## config.mk

```make
export PLATFORM = sky130hd
export DESIGN_NAME = lms_weight_updater
export DESIGN_NICKNAME = d
export VERILOG_FILES = /design/src/rtl/lms_pkg.sv /design/src/rtl/ref_sample_buffer.sv /design/src/rtl/lms_weight_updater.sv
export SDC_FILE = /design/constraint.sdc
export NUM_CORES = 2
export LEC_CHECK = 0
export CORE_MARGIN = 2
export CORE_UTILIZATION = 45
export DETAILED_ROUTE_END_ITERATION = 12
export SLEW_MARGIN = 15
export SYNTH_ARGS = -nofsm -noshare
export SYNTH_HDL_FRONTEND = slang
export SYNTH_HIERARCHICAL = 1
export SYNTH_SLANG_ARGS = --single-unit
```

## constraint.sdc

```tcl
create_clock -name clk_in -period 11.4 [get_ports clk_in]
set_input_delay 2.28 -clock clk_in [delete_from_list [all_inputs] [get_ports clk_in]]
set_output_delay 2.28 -clock clk_in [all_outputs]
set_load 0.01 [all_outputs]
```

## src/rtl/lms_pkg.sv

```systemverilog
// lms_pkg: shared constants, types and helpers for the LMS weight updater.
//   NUM_TAPS   filter length (power of two, >= 4)
//   WEIGHT_W   signed coefficient width
//   MU_SHIFT   step size as an arithmetic right shift of e*x
//   LEAK_SHIFT leakage shift, only meaningful when LMS_LEAKAGE_EN is defined
//   TAP_IDX_W  width of a tap index
//   ACC_W      width of the intermediate update sum (wide enough to never wrap)
package lms_pkg;

    localparam int unsigned NUM_TAPS   = 32;
    localparam int unsigned WEIGHT_W   = 24;
    localparam int unsigned MU_SHIFT   = 20;
    localparam int unsigned LEAK_SHIFT = 12;
    localparam int unsigned TAP_IDX_W  = $clog2(NUM_TAPS);
    localparam int unsigned ACC_W      = 64;

    typedef logic signed [WEIGHT_W-1:0] weight_t;
    typedef logic signed [15:0]         sample_t;

    localparam logic [1:0] ST_IDLE   = 2'd0;
    localparam logic [1:0] ST_UPDATE = 2'd1;
    localparam logic [1:0] ST_DONE   = 2'd2;

    typedef enum logic [1:0] {
        IDLE   = ST_IDLE,
        UPDATE = ST_UPDATE,
        DONE   = ST_DONE
    } lms_state_t;

    // Clamp a wide signed sum into the range of a 'width'-bit signed value.
    // The result stays ACC_W wide; callers keep the low 'width' bits.
    function automatic logic signed [ACC_W-1:0] sat_weight(
        input logic signed [ACC_W-1:0] value,
        input int unsigned             width
    );
        logic signed [ACC_W-1:0] hi;
        logic signed [ACC_W-1:0] lo;
        hi = (64'sd1 <<< (width - 1)) - 64'sd1;
        lo = -hi - 64'sd1;
        if (value > hi) begin
            return hi;
        end else if (value < lo) begin
            return lo;
        end
        return value;
    endfunction

endpackage

```

## src/rtl/ref_sample_buffer.sv

```systemverilog
// ref_sample_buffer: circular reference-sample history, DEPTH entries.
//   clk_in, rst_n_in  clock / asynchronous active-low reset (clears all entries and pointer)
//   wr_data, wr_en    write port; each strobe stores the newest sample
//   rd_offset         tap offset i: 0 addresses the newest sample x[n-0]
//   rd_data           combinational read of x[n-rd_offset]
// DEPTH must be a power of two so pointer arithmetic wraps naturally.
module ref_sample_buffer
    import lms_pkg::*;
#(
    parameter int unsigned DEPTH = lms_pkg::NUM_TAPS
) (
    input  logic                     clk_in,
    input  logic                     rst_n_in,
    input  sample_t                  wr_data,
    input  logic                     wr_en,
    input  logic [$clog2(DEPTH)-1:0] rd_offset,
    output sample_t                  rd_data
);

    localparam int unsigned PTR_W = $clog2(DEPTH);

    sample_t          mem [DEPTH];
    logic [PTR_W-1:0] wr_ptr;
    logic [PTR_W-1:0] rd_addr;

    always_ff @(posedge clk_in or negedge rst_n_in) begin
        if (!rst_n_in) begin
            for (int unsigned i = 0; i < DEPTH; i++) begin
                mem[i] <= '0;
            end
            wr_ptr <= '0;
        end else if (wr_en) begin
            mem[wr_ptr] <= wr_data;
            wr_ptr      <= wr_ptr + PTR_W'(1);
        end
    end

    // wr_ptr points at the next free slot, so the newest sample is one behind it.
    assign rd_addr = wr_ptr - rd_offset - PTR_W'(1);
    assign rd_data = mem[rd_addr];

endmodule

```

## src/rtl/lms_weight_updater.sv

```systemverilog
// lms_weight_updater: sign-exact LMS coefficient update, one tap per cycle.
//   clk_in, rst_n_in   clock / asynchronous active-low reset
//   sample_in/ready    reference sample stream (one-cycle strobe)
//   error_in/ready     error sample (one-cycle strobe) that triggers a pass
//   freeze_in          blocks the start of a new pass
//   weight_out, weight_idx_out, weight_valid_out   updated weight stream
//   busy_out           pass in progress (UPDATE or DONE)
//   done_out           one-cycle pulse after the last tap
//   overrun_out        one-cycle pulse when an error or pending sample is dropped
// Optional macro LMS_LEAKAGE_EN adds the leakage term w -= w >>> LEAK_SHIFT.
module lms_weight_updater
    import lms_pkg::*;
#(
    parameter int unsigned NUM_TAPS   = lms_pkg::NUM_TAPS,
    parameter int unsigned WEIGHT_W   = lms_pkg::WEIGHT_W,
    parameter int unsigned MU_SHIFT   = lms_pkg::MU_SHIFT,
    parameter int unsigned LEAK_SHIFT = lms_pkg::LEAK_SHIFT
) (
    input  logic                        clk_in,
    input  logic                        rst_n_in,
    input  sample_t                     sample_in,
    input  logic                        sample_ready,
    input  sample_t                     error_in,
    input  logic                        error_ready,
    input  logic                        freeze_in,
    output logic signed [WEIGHT_W-1:0]  weight_out,
    output logic [$clog2(NUM_TAPS)-1:0] weight_idx_out,
    output logic                        weight_valid_out,
    output logic                        busy_out,
    output logic                        done_out,
    output logic                        overrun_out
);

    localparam int unsigned      IDX_W    = $clog2(NUM_TAPS);
    localparam logic [IDX_W-1:0] LAST_TAP = IDX_W'(NUM_TAPS - 1);

`ifdef LMS_LEAKAGE_EN
    localparam bit LEAK_ON = 1'b1;
`else
    localparam bit LEAK_ON = 1'b0;
`endif

    lms_state_t                 state;
    sample_t                    err_q;
    sample_t                    x_tap;
    sample_t                    pend_data;
    logic                       pend_valid;
    sample_t                    buf_wr_data;
    logic                       buf_wr_en;
    logic [IDX_W-1:0]           tap_idx;
    logic signed [WEIGHT_W-1:0] weights [NUM_TAPS];
    logic signed [WEIGHT_W-1:0] new_weight;
    logic signed [31:0]         prod;
    logic signed [31:0]         delta;
    logic signed [ACC_W-1:0]    leak;
    logic signed [ACC_W-1:0]    sum;

    ref_sample_buffer #(
        .DEPTH (NUM_TAPS)
    ) u_ref_buf (
        .clk_in    (clk_in),
        .rst_n_in  (rst_n_in),
        .wr_data   (buf_wr_data),
        .wr_en     (buf_wr_en),
        .rd_offset (tap_idx),
        .rd_data   (x_tap)
    );

    // Update datapath for the tap currently addressed by tap_idx.
    always_comb begin
        prod       = 32'(err_q) * 32'(x_tap);
        delta      = prod >>> MU_SHIFT;
        leak       = LEAK_ON ? ACC_W'(weights[tap_idx] >>> LEAK_SHIFT) : '0;
        sum        = ACC_W'(weights[tap_idx]) - leak + ACC_W'(delta);
        new_weight = WEIGHT_W'(sat_weight(sum, WEIGHT_W));
    end

    // Samples go straight into the history while idle. During a pass they wait
    // in the pending register; on the DONE->IDLE edge the pending value is
    // committed, or a sample arriving in that very cycle is committed instead.
    always_comb begin
        buf_wr_en   = 1'b0;
        buf_wr_data = sample_in;
        case (state)
            IDLE: buf_wr_en = sample_ready;
            DONE: begin
                buf_wr_en = sample_ready | pend_valid;
                if (!sample_ready) begin
                    buf_wr_data = pend_data;
                end
            end
            default: ;
        endcase
    end

    assign busy_out = (state != IDLE);

    always_ff @(posedge clk_in or negedge rst_n_in) begin
        if (!rst_n_in) begin
            state            <= IDLE;
            err_q            <= '0;
            tap_idx          <= '0;
            pend_data        <= '0;
            pend_valid       <= 1'b0;
            weight_out       <= '0;
            weight_idx_out   <= '0;
            weight_valid_out <= 1'b0;
            done_out         <= 1'b0;
            overrun_out      <= 1'b0;
            for (int unsigned i = 0; i < NUM_TAPS; i++) begin
                weights[i] <= '0;
            end
        end else begin
            weight_valid_out <= 1'b0;
            done_out         <= 1'b0;
            overrun_out      <= 1'b0;
            case (state)
                IDLE: begin
                    if (error_ready && !freeze_in) begin
                        err_q   <= error_in;
                        tap_idx <= '0;
                        state   <= UPDATE;
                    end
                end
                UPDATE: begin
                    weights[tap_idx] <= new_weight;
                    weight_out       <= new_weight;
                    weight_idx_out   <= tap_idx;
                    weight_valid_out <= 1'b1;
                    tap_idx          <= tap_idx + IDX_W'(1);
                    if (tap_idx == LAST_TAP) begin
                        state <= DONE;
                    end
                    if (sample_ready) begin
                        pend_data  <= sample_in;
                        pend_valid <= 1'b1;
                    end
                    overrun_out <= error_ready | (sample_ready & pend_valid);
                end
                DONE: begin
                    done_out    <= 1'b1;
                    pend_valid  <= 1'b0;
                    state       <= IDLE;
                    overrun_out <= error_ready | (sample_ready & pend_valid);
                end
                default: state <= IDLE;
            endcase
        end
    end

endmodule

```

==> metrics <==
Routed Antenna Nets=0; DRC=0; commonest non-fill, non-tap cells in the layout=1,355 x dfrtp_1, 546 x mux2_2, 462 x nor2_1, 423 x nand2_1, 377 x buf_4; Syn. warnings=6; via count=51,950; Post-synth EDFFs=0; GRT met2 Usage=41.21%; Worst setup SP type=register; worst setup path class=reg -> reg; Seq cells post-synth=1,357; GRT overflow=0; vias in the first global route=52,570; worst-path maximum fanout=8; Layout Cells excl Fill=8,729; status=finished with violations; placed cell areas=76,990 µm²; PnR worst setup slack=-155.7 ps; first-pass GRT wire length=327.6 mm; vias per cell=5.951; Slew HR=16.22%; Inst Count DP=8,333; Bufs and invs on worst path=13; root buf cell=clkbuf_16; RSZ-0062 raised after global routing=yes; placement row count=146; final setup fails=495; TritonCTS buffer count=149; Die ar.=162,300 µm²; Fin Setup TNS=-26,910 ps; f_max=0.08654 GHz; post-synthesis cell area=71,600 µm²; io pins=70; slowest CP cell=fa_4; pin count of the biggest net entering global routing=187; distinct cell type count after synthesis=73; initial DRC count=4,747; CTS Buffer Depth=3; commonest non-fill, non-tap cell in the layout=dfrtp_1; Total GRT Usage=26.30%; Final HPWL DP=134.0 mm; Syn-to-layout area delta=21.41%; final hold viol count=0; clk_lat worst skew=810 ps; layout cells sized above 1=29.87%; Least-Margin Pin Slew=1245 ps; failing checks=negative setup slack; Die H=402.9 µm; met3 Usage GRT=4.405%; routing usage on met1=37.71%; Sequential cell area=33,970 µm²; Crit path top cell by count=fa_1; R2R cell count=45; Pre-Repair DR Iteration Count=6; syn_nets=6,693; Critical Path Stages=45; Crit. End Element=register; most common flop cell mapped by yosys=dfrtp_1; Routed Wire Length=218.7 mm; fin area=86,930 µm²; Clock Skew=60.67 ps; fill count=13,240; initial antenna violation count=5; Final nets=6,955; syn_area_per_cell=11.41 µm²; multi-input logic area=37,210 µm²; IO Port Bufs=69; Max-Cap Viols=0; worst hold path type=reg -> reg; TritonCTS clock tree=built; CP max stage delay=700 ps; Die Wd=402.9 µm; family with the most delay on the worst path=adder cells; hold path depth=2; critical path arrival=12,280 ps; clock-pin slew on the worst setup and hold paths=60 ps; Post-Syn Instances=6,274; Seq/Total Area, Yosys=47.43%; DR WL/cell=25.05 µm; clock sinks=1,357; Place WS=-1111 ps; GPL Wtd Cong=0.8789; H-Tree Level Count=4; Core ar.=158,200 µm²; Tcrit/Tclk final=101.4%; initial core utilization=45.26%; Slew Limit Fails=0; WP data required=12,130 ps; minimum clock period=11,560 ps; Async SR Flop Fraction=100.0%; grt peak-use layer=met2
[synthesized netlist by cell type, drive strengths merged, types with 66 or more instances]
cell,count,area (µm²)
buf,133,711.9
clkbuf,378,1426
nor4,85,531.8
mux4,192,4324
o22ai,106,681.9
ha,119,1489
mux2i,66,660.6
inv,313,1175
and2,138,863.3
nor2b,251,1570
a21oi,410,2063
a2111oi,244,2137
nor2,532,2022
mux2,567,6460
a22o,163,1428
nand2,451,1693
dfrtp,1357,33960
fa,263,5265
o21ai,246,1231
[path summary, 6_finish.rpt]
| kind | startpoint | end | slack (ps) |
|---|---|---|---|
| worst max-delay path | tap_idx[0] | weights[236] | -160 |
| worst min-delay path | weights[679] | weights[679] | 470 |
| worst max register to register | tap_idx[0] | weights[236] | -160 |
| worst min register to register | weights[679] | weights[679] | 470 |
| max in group asynchronous | rst_n_in | weights[654] | 7600 |
| min in group asynchronous | rst_n_in | err_q[3] | 1460 |
[layout make-up]
type / instances / share of cell area (%)
Multi-Input combinational cell: 4094 / 42.80
Sequential cell: 1357 / 39.07
Clock inverter: 51 / 0.6937
Tap cell: 2072 / 2.982
Antenna cell: 4 / 0.01151
Inverter: 313 / 1.357
Timing Repair Buffer: 621 / 8.074
Clock buffer: 217 / 5.012
[kinds of logic (layout without fill, tap and decap cells)]
logic type | Yosys count | after routing | share of synthesized area [%]
AO/OA/AOI/OAI | 1281 | 1282 | 11.74
XOR/XNOR | 42 | 42 | 0.5137
adder cells (fa/ha/maj) | 388 | 388 | 9.525
buffers and inverters | 824 | 1202 | 4.627
flip-flops | 1357 | 1357 | 47.43
multiplexers | 825 | 825 | 15.98
other | 0 | 4 | 0
AND/OR/NAND/NOR | 1557 | 1557 | 10.18
[state kept, by name, indices dropped and copies added, names as in the netlist]
name	flops
weights	768
u_ref_buf/mem	512
weight_out	24
err_q	16
pend_data	16
tap_idx	5
u_ref_buf/wr_ptr	5
weight_idx_out	5
state	2
done_out	1
overrun_out	1
pend_valid	1
weight_valid_out	1
[metrics by stage]
step | hold slack (ps) | utilization [%]
6_report | 474.5 | 54.95
5_1_grt | 496.1 | 54.95
4_1_cts | 478.9 | 53.36
3_5_place_dp | 466.6 | 48.67
3_3_place_gp | 456.2 | 48.66
2_1_floorplan | 444.6 | -
[worst min-delay path: stages (launching register included)]
cell and delay, ps:
dfrtp_1 330, nand2_1 40, o21ai_0 60
[what timing repair did]
| action | 4_1_cts | 5_1_grt |
|---|---|---|
| cloned | 27 | 27 |
| pin swaps | 51 | 83 |
| resized for setup | 303 | 397 |
| setup endpoints to repair | 792 | 792 |
| hold buffers | 0 | 0 |
| buffers inserted | 53 | 26 |
[routing by layer]
layer	share of wire (%)	vias to the layer above
met5	0.024	-
met4	3.2	8
met3	7.1	403
met2	46	1789
met1	44	27060
li1	-	22680
Power is left out: the tool's default activity adds up to more than one toggle a clock period on the data nets, which glitch-free logic cannot reach.
